--- src/rtl/grant_ctrl_pkg.sv ---
// Shared types and sizes for the grant controller.
package grant_ctrl_pkg;

  localparam int unsigned NumReq = 8;
  localparam int unsigned CntW   = 4;
  localparam int unsigned IdxW   = 3;

  typedef enum logic [1:0] {
    StIdle,
    StHold,
    StRelease
  } state_e;

  // Binary index of a one-hot vector; zero for an all-zero vector.
  function automatic logic [IdxW-1:0] onehot_to_idx(input logic [NumReq-1:0] onehot);
    logic [IdxW-1:0] idx;
    idx = '0;
    for (int i = 0; i < NumReq; i++) begin
      if (onehot[i]) idx = IdxW'(i);
    end
    return idx;
  endfunction

endpackage

--- src/rtl/grant_ctrl_ps8.sv ---
// Eight-input fixed-priority selector; bit 7 wins, output is one-hot or zero.
module grant_ctrl_ps8
  import grant_ctrl_pkg::*;
(
  input  logic [NumReq-1:0] i_req,
  input  logic              i_en,
  output logic [NumReq-1:0] o_gnt
);

  always_comb begin
    o_gnt = '0;
    // Ascending scan so the highest set bit overwrites lower ones.
    for (int i = 0; i < NumReq; i++) begin
      if (i_en && i_req[i]) begin
        o_gnt    = '0;
        o_gnt[i] = 1'b1;
      end
    end
  end

endmodule

--- src/rtl/grant_ctrl.sv ---
// Priority grant controller: IDLE/HOLD/RELEASE FSM with bounded hold time and
// a one-shot mask on the requester released by timeout.
module grant_ctrl
  import grant_ctrl_pkg::*;
#(
  parameter int unsigned MAX_HOLD = 15
) (
  input  logic              i_clock,
  input  logic              i_reset,
  input  logic [NumReq-1:0] i_req,
  input  logic              i_en,
  input  logic              i_done,
  output logic [NumReq-1:0] o_gnt,
  output logic [IdxW-1:0]   o_gnt_idx,
  output logic              o_busy,
  output logic              o_timeout
);

  localparam logic [CntW-1:0] MaxHoldC = CntW'(MAX_HOLD);

  state_e            r_state;
  logic [NumReq-1:0] r_gnt;
  logic [NumReq-1:0] r_mask;
  logic [CntW-1:0]   r_cnt;
  logic              r_busy;
  logic              r_timeout;

  logic [NumReq-1:0] w_sel;
  logic              w_sel_en;
  logic              w_holder_req;
  logic              w_exit;

  assign w_sel_en     = i_en && (r_state == StIdle);
  assign w_holder_req = |(i_req & r_gnt);
  assign w_exit       = i_done || !w_holder_req || (r_cnt == MaxHoldC);

  grant_ctrl_ps8 u_ps8 (
    .i_req (i_req & ~r_mask),
    .i_en  (w_sel_en),
    .o_gnt (w_sel)
  );

  always_ff @(posedge i_clock) begin
    if (i_reset) begin
      r_state   <= StIdle;
      r_gnt     <= '0;
      r_mask    <= '0;
      r_cnt     <= '0;
      r_busy    <= 1'b0;
      r_timeout <= 1'b0;
    end else begin
      r_timeout <= 1'b0;
      unique case (r_state)
        StIdle: begin
          // The mask only ever survives a single IDLE cycle.
          r_mask <= '0;
          r_gnt  <= w_sel;
          if (|w_sel) begin
            r_cnt   <= CntW'(1);
            r_busy  <= 1'b1;
            r_state <= StHold;
          end
        end
        StHold: begin
          if (w_exit) begin
            r_state <= StRelease;
            r_gnt   <= '0;
            r_cnt   <= '0;
            if (!i_done && w_holder_req) begin
              r_timeout <= 1'b1;
              r_mask    <= r_gnt;
            end
          end else begin
            r_cnt <= r_cnt + CntW'(1);
          end
        end
        StRelease: begin
          r_state <= StIdle;
          r_busy  <= 1'b0;
        end
        default: begin
          r_state <= StIdle;
          r_gnt   <= '0;
          r_busy  <= 1'b0;
        end
      endcase
    end
  end

  assign o_gnt     = r_gnt;
  assign o_gnt_idx = onehot_to_idx(r_gnt);
  assign o_busy    = r_busy;
  assign o_timeout = r_timeout;

endmodule

--- config.mk ---
export PLATFORM = sky130hd
export DESIGN_NAME = grant_ctrl
export DESIGN_NICKNAME = d
export VERILOG_FILES = /design/src/rtl/grant_ctrl_pkg.sv /design/src/rtl/grant_ctrl_ps8.sv /design/src/rtl/grant_ctrl.sv
export SDC_FILE = /design/constraint.sdc
export NUM_CORES = 1
export LEC_CHECK = 0
export ABC_AREA = 1
export CAP_MARGIN = 20
export CORE_MARGIN = 1
export CORE_UTILIZATION = 30
export DETAILED_ROUTE_END_ITERATION = 8
export PLACE_DENSITY_LB_ADDON = 0.05
export RECOVER_POWER = 100
export SETUP_SLACK_MARGIN = 0.5
export SKIP_LAST_GASP = 1
export SYNTH_ARGS = -nofsm -noshare
export SYNTH_HDL_FRONTEND = slang
export SYNTH_SLANG_ARGS = --single-unit
--- constraint.sdc ---
create_clock -name i_clock -period 2.3 [get_ports i_clock]
set_input_delay 0.345 -clock i_clock [delete_from_list [all_inputs] [get_ports i_clock]]
set_output_delay 0.345 -clock i_clock [all_outputs]
set_load 0.005 [all_outputs]
Yosys cells after proc, flatten, opt, wreduce, memory -nomap -nowiden --
Cells that the tools add are included.
Cells by class: bitwise operators 6, reduce and logical (&&, ||, !) cells 24, $add $sub $neg 1, equality and inequality tests 6, muxes and demuxes 29
Operator list (number):
- 8-bit 2-to-1 mux | 4
- 8-bit case mux with 3 select lines | 1
- 3-bit 2-to-1 mux | 7
- 8-bit bitwise AND | 2
- 8-bit case mux with 2 select lines | 1
- 8-bit OR reduction | 2
- 4-bit 2-to-1 mux | 3
- 1-bit logical AND | 10
- 8-bit NOT | 1
- 4-bit case mux with 2 select lines | 1
- 2-bit AND reduction | 4
- 7-bit 2-to-1 mux | 1
- 2-bit 2-to-1 mux | 3
- 6-bit 2-to-1 mux | 1
- 5-bit 2-to-1 mux | 1
- 4-bit by 1-bit adder with 4-bit output (second input constant) | 1
- 4-bit equality test (second input constant) | 1
- 1-bit 2-to-1 mux | 4
- 2-bit != test (second input constant) | 2
- 2-bit case mux with 2 select lines | 1
- 1-bit NOT | 3
- 3-bit AND reduction | 1
- 3-bit OR reduction | 1
- 2-bit by 1-bit equality test with 1-bit output (second input constant) | 1
- other kinds (7) | 9
Word-level totals: bits of input ports 12, logic and storage cells 72, register bits after elaboration 24

Depth between registers and ports, before layout --
Gate-level depths: netlist (run 1).
depth in word-level cells 14, gate-level depth with buffers 11

Hierarchy --
Synthesis (run 1) repeated with hierarchy kept, for this count alone.
Second synthesis, totals: cells, all modules 200, area, all modules 1457.6 µm²
Modules (own cells, without submodules):
- grant_ctrl | seq. area each 480.5 µm², cells an instance 171, area each 1310.0 µm², times used 1
- grant_ctrl_ps8 | seq. area each 0.0 µm², cells an instance 29, area each 147.6 µm², times used 1

Least setup slack after synthesis (run 1) --
No wires, ideal clock.
path kind register to register, start reg r_state[1], end reg r_cnt[0], setup time 0.109 ns, arrival time 1.254 ns, clock period less this slack 1.363 ns, data required time 2.191 ns, path slack 0.937 ns, cell stages (with the launch flop) 11, path buffers 0, path through dfxtp_1 -> inv_2 -> nand2_4 -> nor2_8 -> o21ai_2 -> nand2_1 -> nand3_1 -> nor2_4 -> o211ai_2 -> nand2_1 -> inv_1
On the way: longest elaborated chain between the ends 14, elaborated cells between the ends (all ways) 24, those cells by class eq/ne (2); mux (9); reduce/logical (13)
RTL lines:
- start: declaration | RTL line grant_ctrl.sv:21 | state_e r_state;
- start signal: assignment | RTL line grant_ctrl.sv:45 | r_state <= StIdle;
- start signal: assignment | RTL line grant_ctrl.sv:61 | r_state <= StHold;
- start signal: assignment | RTL line grant_ctrl.sv:66 | r_state <= StRelease;
- 2-bit logical NOT | RTL line grant_ctrl.sv:33, grant_ctrl.sv:53
- 1-bit logical AND | RTL line grant_ctrl.sv:33 | assign w_sel_en = i_en && (r_state == StIdle);
- 1-bit logical AND | RTL line grant_ctrl_ps8.sv:14 | if (i_en && i_req[i]) begin
- 1-bit 2-to-1 mux | RTL line grant_ctrl_ps8.sv:14
- 2-bit 2-to-1 mux | RTL line grant_ctrl_ps8.sv:14
- 3-bit 2-to-1 mux | RTL line grant_ctrl_ps8.sv:14
- 4-bit 2-to-1 mux | RTL line grant_ctrl_ps8.sv:14
- 5-bit 2-to-1 mux | RTL line grant_ctrl_ps8.sv:14
- 6-bit 2-to-1 mux | RTL line grant_ctrl_ps8.sv:14
- 7-bit 2-to-1 mux | RTL line grant_ctrl_ps8.sv:14
- 8-bit 2-to-1 mux | RTL line grant_ctrl_ps8.sv:14
- 8-bit OR reduction | RTL line grant_ctrl.sv:58 | if (|w_sel) begin
- 2-bit by 1-bit != test with 1-bit output (no source line)
- 2-bit AND reduction (no source line)
- end signal: assignment | RTL line grant_ctrl.sv:59 | r_cnt <= CntW'(1);
- end signal: assignment | RTL line grant_ctrl.sv:74 | r_cnt <= r_cnt + CntW'(1);
- end: declaration | RTL line grant_ctrl.sv:24 | logic [CntW-1:0] r_cnt;
Several ways; a longest one is shown, not always the timed one. A chain may end at the register's enable or synchronous reset.

Worst setup path after layout (run 1) --
start reg r_gnt[5], in the netlist o_gnt[5], end out o_gnt_idx[1]
On the way: longest elaborated chain between the ends 3
RTL lines:
- start: declaration | RTL line grant_ctrl.sv:22 | logic [NumReq-1:0] r_gnt;
- start signal: assignment | RTL line grant_ctrl.sv:57 | r_gnt <= w_sel;
- 3-bit 2-to-1 mux (3 in a row) | RTL line grant_ctrl_pkg.sv:19 | if (onehot[i]) idx = IdxW'(i);
- end: declaration | RTL line grant_ctrl.sv:14 | output logic [IdxW-1:0] o_gnt_idx,
No other way between the ends.

==> reports/qor.txt, run 1 <==
maximum clock path buffer count -> 2
synth warn -> 0
Core Util, Final -> 40.0%
post-route insts no fill -> 264
Yosys reg bits -> 24
Max-slew headroom -> 77.3%
worst slew pin tran -> 0.339 ns
R2R setup slack -> 0.60 ns
setup violators final -> 0
reg2reg start -> o_gnt[7]
fin. max-slew vios -> 0
Synth area leader -> dfxtp_1
worst clock skew -> 0.00592 ns
RSZ-0062 raised after global routing -> true
vias in the first global route -> 1213
Required @ worst endpoint -> 1.96 ns
Finished Cell Area -> 1660 µm²
Crit. End Element -> primary output
crit path cell chain -> inv_1 > o211ai_1 > nand3_1 > dlygate4sd3_1
final wirelength -> 3410 µm
Leak -> 0.742 nW
number of buffers added on ports -> 24
Worst Hold Class -> register to register
nets@finish -> 229
Core ar. -> 4140 µm²
cell count after synthesis -> 186
Avg Synthesized Cell Area -> 7.18 µm²
largest fanout on the critical path -> 5
setup TNS -> 0 ns
Worst-path clk slew -> 0.09 ns
largest cells by area after synthesis -> dfxtp_1 36%, nand2_1 11%, inv_1 7.9%, nand4_1 5.6%, nand3_1 4.5%
Die Height -> 68.7 µm
CP arrival -> 1.57 ns
iteration-0 DRC count of the detailed router -> 81
Area growth syn-to-layout -> 24.0%
Antenna Cells -> 0
status -> finished, final reports clean
max_cap viols -> 0
Pwr Density -> 595 nW/µm²
Rows -> 23
GP Congestion -> 0.790
dpl cells -> 261
clk sinks -> 24
first-pass GRT wire length -> 5720 µm
crit share post-route -> 83.3%
post-synthesis net count -> 199
root buf cell -> clkbuf_8
clk_lat worst skew -> 0.27 ns
Num CTS Buffers -> 3
initial antenna violation count -> 0
via-per-instance ratio -> 4.73
TritonCTS clock tree -> done
fmax -> 0.522 GHz
commonest non-fill, non-tap cell in the layout -> nand2_1
Post-route DRC -> 0
Critical R2R Capture -> o_gnt[4]
Synth cell types -> 30
synthesized cell area -> 1340 µm²
Final Hold Fails -> 0
hpwl dp -> 2710 µm
commonest non-fill, non-tap cells in the layout -> 40 x nand2_1, 27 x inv_1, 24 x dfxtp_1, 17 x nor2_1
total number of vias -> 1250
WL per Instance -> 12.9 µm
Hold Crit Depth -> 2
post-synth top area share -> 36.0%
DIE WIDTH -> 68.7 µm
DIE AREA -> 4730 µm²
R2R cell count -> 8
grt ovf -> 0
Setup Buffers After CTS -> 0
Pre-antenna DRT Iters -> 4
Starting Density -> 32.2%
Peak supply drop -> 0.218 mV
Ports -> 25
placed cell area -> 1650 µm²
largest net degree at the start of global routing -> 13
startpoint types -> register
Worst Setup SP -> o_gnt[5]
total track usage -> 16.9%
ANT nets after route -> 0
fraction of layout cells with a size suffix above 1 -> 12.6%
critical setup path kind -> register to primary output
Slowest-stage cell, CP -> dlygate4sd3_1
Final min period -> 1.92 ns
slowest stage delay, CP -> 0.59 ns
crit path capture -> o_gnt_idx[1]
H-tree depth -> 1
register area share after synthesis -> 36.0%
[where the power goes]
| part | switching [W] | internal, W |
|---|---|---|
| Clock | 0.000136 | 0.000117 |
| Sequential | 0.0000230 | 0.000440 |
| Combinational | 0.000161 | 0.000109 |
[layer usage]
metal | track usage, % | up-vias | share of wire, %
li1 | - | 656 | -
met1 | 23.5 | 567 | 52
met2 | 25.9 | 22 | 44
met3 | 2.47 | 5 | 2.8
met4 | 6.89 | 0 | 1.6
met5 | 0 | - | 0
[flip-flops by register name (all words and copies together) (netlist names)]
register,cells
r_cnt,4
r_state,2
r_mask,8
o_busy,1
o_timeout,1
o_gnt,8
[cell usage after synthesis (all sizes together)]
| cell type | number |
|---|---|
| o211ai | 2 |
| or2 | 1 |
| nand4 | 13 |
| o21ai | 16 |
| xnor2 | 1 |
| a21boi | 1 |
| buf | 1 |
| dfxtp | 24 |
| xor2 | 1 |
| inv | 34 |
| clkinv | 1 |
| nand3 | 13 |
| ha | 1 |
| nand2 | 44 |
| nor3 | 1 |
| clkbuf | 1 |
| a21oi | 9 |
| nor2 | 22 |
[cells by family after synthesis]
logic type / Yosys count / synth area share [%]
buffers and inverters: 37 / 11.0
XOR/XNOR: 2 / 1.31
flip-flops: 24 / 36.0
AND/OR/NAND/NOR: 94 / 37.5
adder cells (fa/ha/maj): 1 / 0.936
AO/OA/AOI/OAI: 28 / 13.4
[final cells by class]
type | count | area, µm²
Tap cell | 50 | 62.6
Inverter | 35 | 131
Multi-Input combinational cell | 125 | 679
Sequential cell | 24 | 480
Clock buffer | 3 | 41.3
Fill cell | 451 | 2490
Timing Repair Buffer | 27 | 262
[metrics by stage]
| step | hold slack [ns] | power (W) | setup WS, ns |
|---|---|---|---|
| detailed placement | 0.470 | 0.000767 | 0.323 |
| CTS | 0.482 | 0.00102 | 0.505 |
| finish | 0.486 | 0.000986 | 0.383 |
| floorplan | 0.449 | 0.000664 | 0.937 |
| global placement | 0.464 | 0.000765 | 0.320 |
| global route | 0.516 | 0.00105 | 0.297 |
[how the worst min path moves through the flow]
stage	from	endpoint	slack (ns)
CTS	r_mask[2]	r_mask[2]	0.48
global route	r_mask[2]	r_mask[2]	0.52
global placement	r_mask[2]	r_mask[2]	0.46
detailed placement	r_mask[2]	r_mask[2]	0.47
finish	o_gnt[0]	o_gnt[0]	0.49
floorplan	r_mask[2]	r_mask[2]	0.45
[critical path, delay by kind of cell (launching register included)]
kind                   cells  cell delay, ns
flip-flops                 1            0.43
buffers and inverters      2            0.70
AND/OR/NAND/NOR            1            0.08
AO/OA/AOI/OAI              1            0.09
[repair_timing]
action                     CTS  global route
resized for setup            4             6
pin swaps                    0             0
hold buffers                 0             0
setup endpoints to repair    1             4
(Power assumes the default switching activity.)
==> run 2: changes to the inputs <==
clock period = 1.8 ns   (was 2.3 ns; I/O delays follow)
==> run 2 against run 1 <==
Via count is 12% higher; non-clock buffer count rose by 19; worst hold slack better by 0.0037 ns; clock skew is 0.0015 ns lower; flip-flop and latch count unchanged; final cell count rose by 8.0%; critical path depth grew 7; critical path type is now register to register; highest routed layer unchanged.
==> reports/qor.txt, run 2 (synthesis gave the netlist of run 1 again) <==
Leak -> 0.935 nW
commonest non-fill, non-tap cell in the layout -> nand2_1
Num CTS Buffers -> 3
clk_lat worst skew -> 0.27 ns
setup violators final -> 0
worst clock skew -> 0.00441 ns
CP arrival -> 1.71 ns
Worst-path clk slew -> 0.09 ns
first-pass GRT wire length -> 6340 µm
number of buffers added on ports -> 24
Antenna Cells -> 0
worst hold start -> r_mask[2]
TritonCTS clock tree -> done
worst slew pin tran -> 0.263 ns
Peak supply drop -> 0.418 mV
commonest non-fill, non-tap cells in the layout -> 31 x nand2_1, 21 x dfxtp_1, 20 x inv_1, 16 x buf_4
reg2reg start -> r_state[1]
Hold Crit Depth -> 2
final wirelength -> 3910 µm
critical setup path kind -> register to register
Finished Cell Area -> 2040 µm²
Pwr Density -> 718 nW/µm²
Critical R2R Capture -> r_cnt[0]
via-per-instance ratio -> 4.89
total number of vias -> 1395
clk sinks -> 24
fmax -> 0.652 GHz
FILL cells -> 444
hold buffer count at CTS -> 0
Worst Hold Class -> register to register
Starting Density -> 32.2%
largest fanout on the critical path -> 5
DIE AREA -> 4730 µm²
Rows -> 23
total track usage -> 18.5%
Post-route DRC -> 0
Crit. End Element -> register
Pre-antenna DRT Iters -> 4
status -> finished, final reports clean
iteration-0 DRC count of the detailed router -> 64
R2R setup slack -> 0.27 ns
fraction of layout cells with a size suffix above 1 -> 39.6%
hold endpoint -> r_mask[2]
Required @ worst endpoint -> 1.98 ns
DIE WIDTH -> 68.7 µm
H-tree depth -> 1
R2R cell count -> 11
ANT nets after route -> 0
Final Hold Fails -> 0
Final min period -> 1.53 ns
Die Height -> 68.7 µm
hpwl dp -> 2790 µm
RSZ-0062 raised after global routing -> true
vias in the first global route -> 1345
Max-slew headroom -> 82.5%
Core ar. -> 4140 µm²
maximum clock path buffer count -> 2
grt ovf -> 0
root buf cell -> clkbuf_8
largest net degree at the start of global routing -> 15
crit share post-route -> 85.1%
WL per Instance -> 13.7 µm
max_cap viols -> 0
Core Util, Final -> 49.1%
fin. max-slew vios -> 0
startpoint types -> register
Area growth syn-to-layout -> 52.3%
GP Congestion -> 0.780
nets@finish -> 249
setup TNS -> 0 ns
initial antenna violation count -> 0
Ports -> 25
placed cell area -> 1700 µm²
-- run 2: cell count changes in the layout (fill, tap and decap cells not counted), moves of 7 or more --
cell,before,now
buf_4,3,16
dlygate4sd2_1,1,12
nor2_1,17,7
clkdlybuf4s50_1,14,5
dlygate4sd3_1,9,0
nand2_1,40,31
nand2_2,2,10
nor2_4,1,9
inv_1,27,20
o21ai_0,14,7
-- run 2: layer usage --
metal | vias up | share of wire, % | track usage [%]
met5 | - | 0 | 0
met4 | 0 | 0.79 | 4.59
met3 | 4 | 3.2 | 3.95
met2 | 28 | 47 | 29.7
met1 | 661 | 49 | 25.1
li1 | 702 | - | -
-- run 2: cell type report --
cell class              count  area, µm²  share of cell area (%)
well taps                  50       62.6                    3.07
flip-flops and latches     24        484                    23.8
multi-input cells         126        893                    43.9
repair buffers             46        399                    19.6
inverters                  35        141                    6.95
clock buffers               4       55.1                    2.70
-- run 2: timing repair --
item | CTS | global route
buffers inserted | 11 | 2
pin swaps | 28 | 15
resized for setup | 87 | 30
endpoints found under the setup margin | 37 | 30
cloned | 1 | 0
-- run 2: critical path: stages, from the launching register on --
cell      delay [ns]
dfxtp_1         0.48
nor2_1          0.13
nand2_4         0.13
nor2_4          0.05
inv_2           0.06
nand2_4         0.07
nor2_8          0.15
inv_2           0.05
nor2_4          0.12
o211ai_2        0.09
nand2_1         0.06
inv_1           0.03
-- run 2: worst max path at each step --
| stage | start | endpoint | slack, ns | depth (start not counted) |
|---|---|---|---|---|
| 6_report | r_state[1] | r_cnt[0] | 0.27 | 11 |
| 5_1_grt | r_state[1] | r_cnt[0] | 0.17 | 11 |
| 4_1_cts | o_gnt[1] | o_gnt_idx[0] | 0.28 | 5 |
| 3_5_place_dp | i_req[4] | o_gnt[4] | -0.07 | 9 |
| 3_3_place_gp | i_req[4] | o_gnt[4] | -0.08 | 9 |
| 2_1_floorplan | r_state[0] | r_cnt[0] | 0.49 | 10 |
-- run 2: stage by stage --
step	hold slack (ns)	setup WS [ns]	power, W	std cells
2_1_floorplan	0.448	0.494	0.000852	186
3_3_place_gp	0.461	-0.0773	0.000988	267
3_5_place_dp	0.479	-0.0712	0.000991	267
4_1_cts	0.484	0.282	0.00148	283
5_1_grt	0.520	0.165	0.00155	285
6_report	0.490	0.267	0.00146	285
-- run 2: power breakdown --
part	switching, W	internal (W)
logic	0.000275	0.000210
clock network	0.000186	0.000196
registers	0.0000308	0.000563
total	0.000493	0.000969
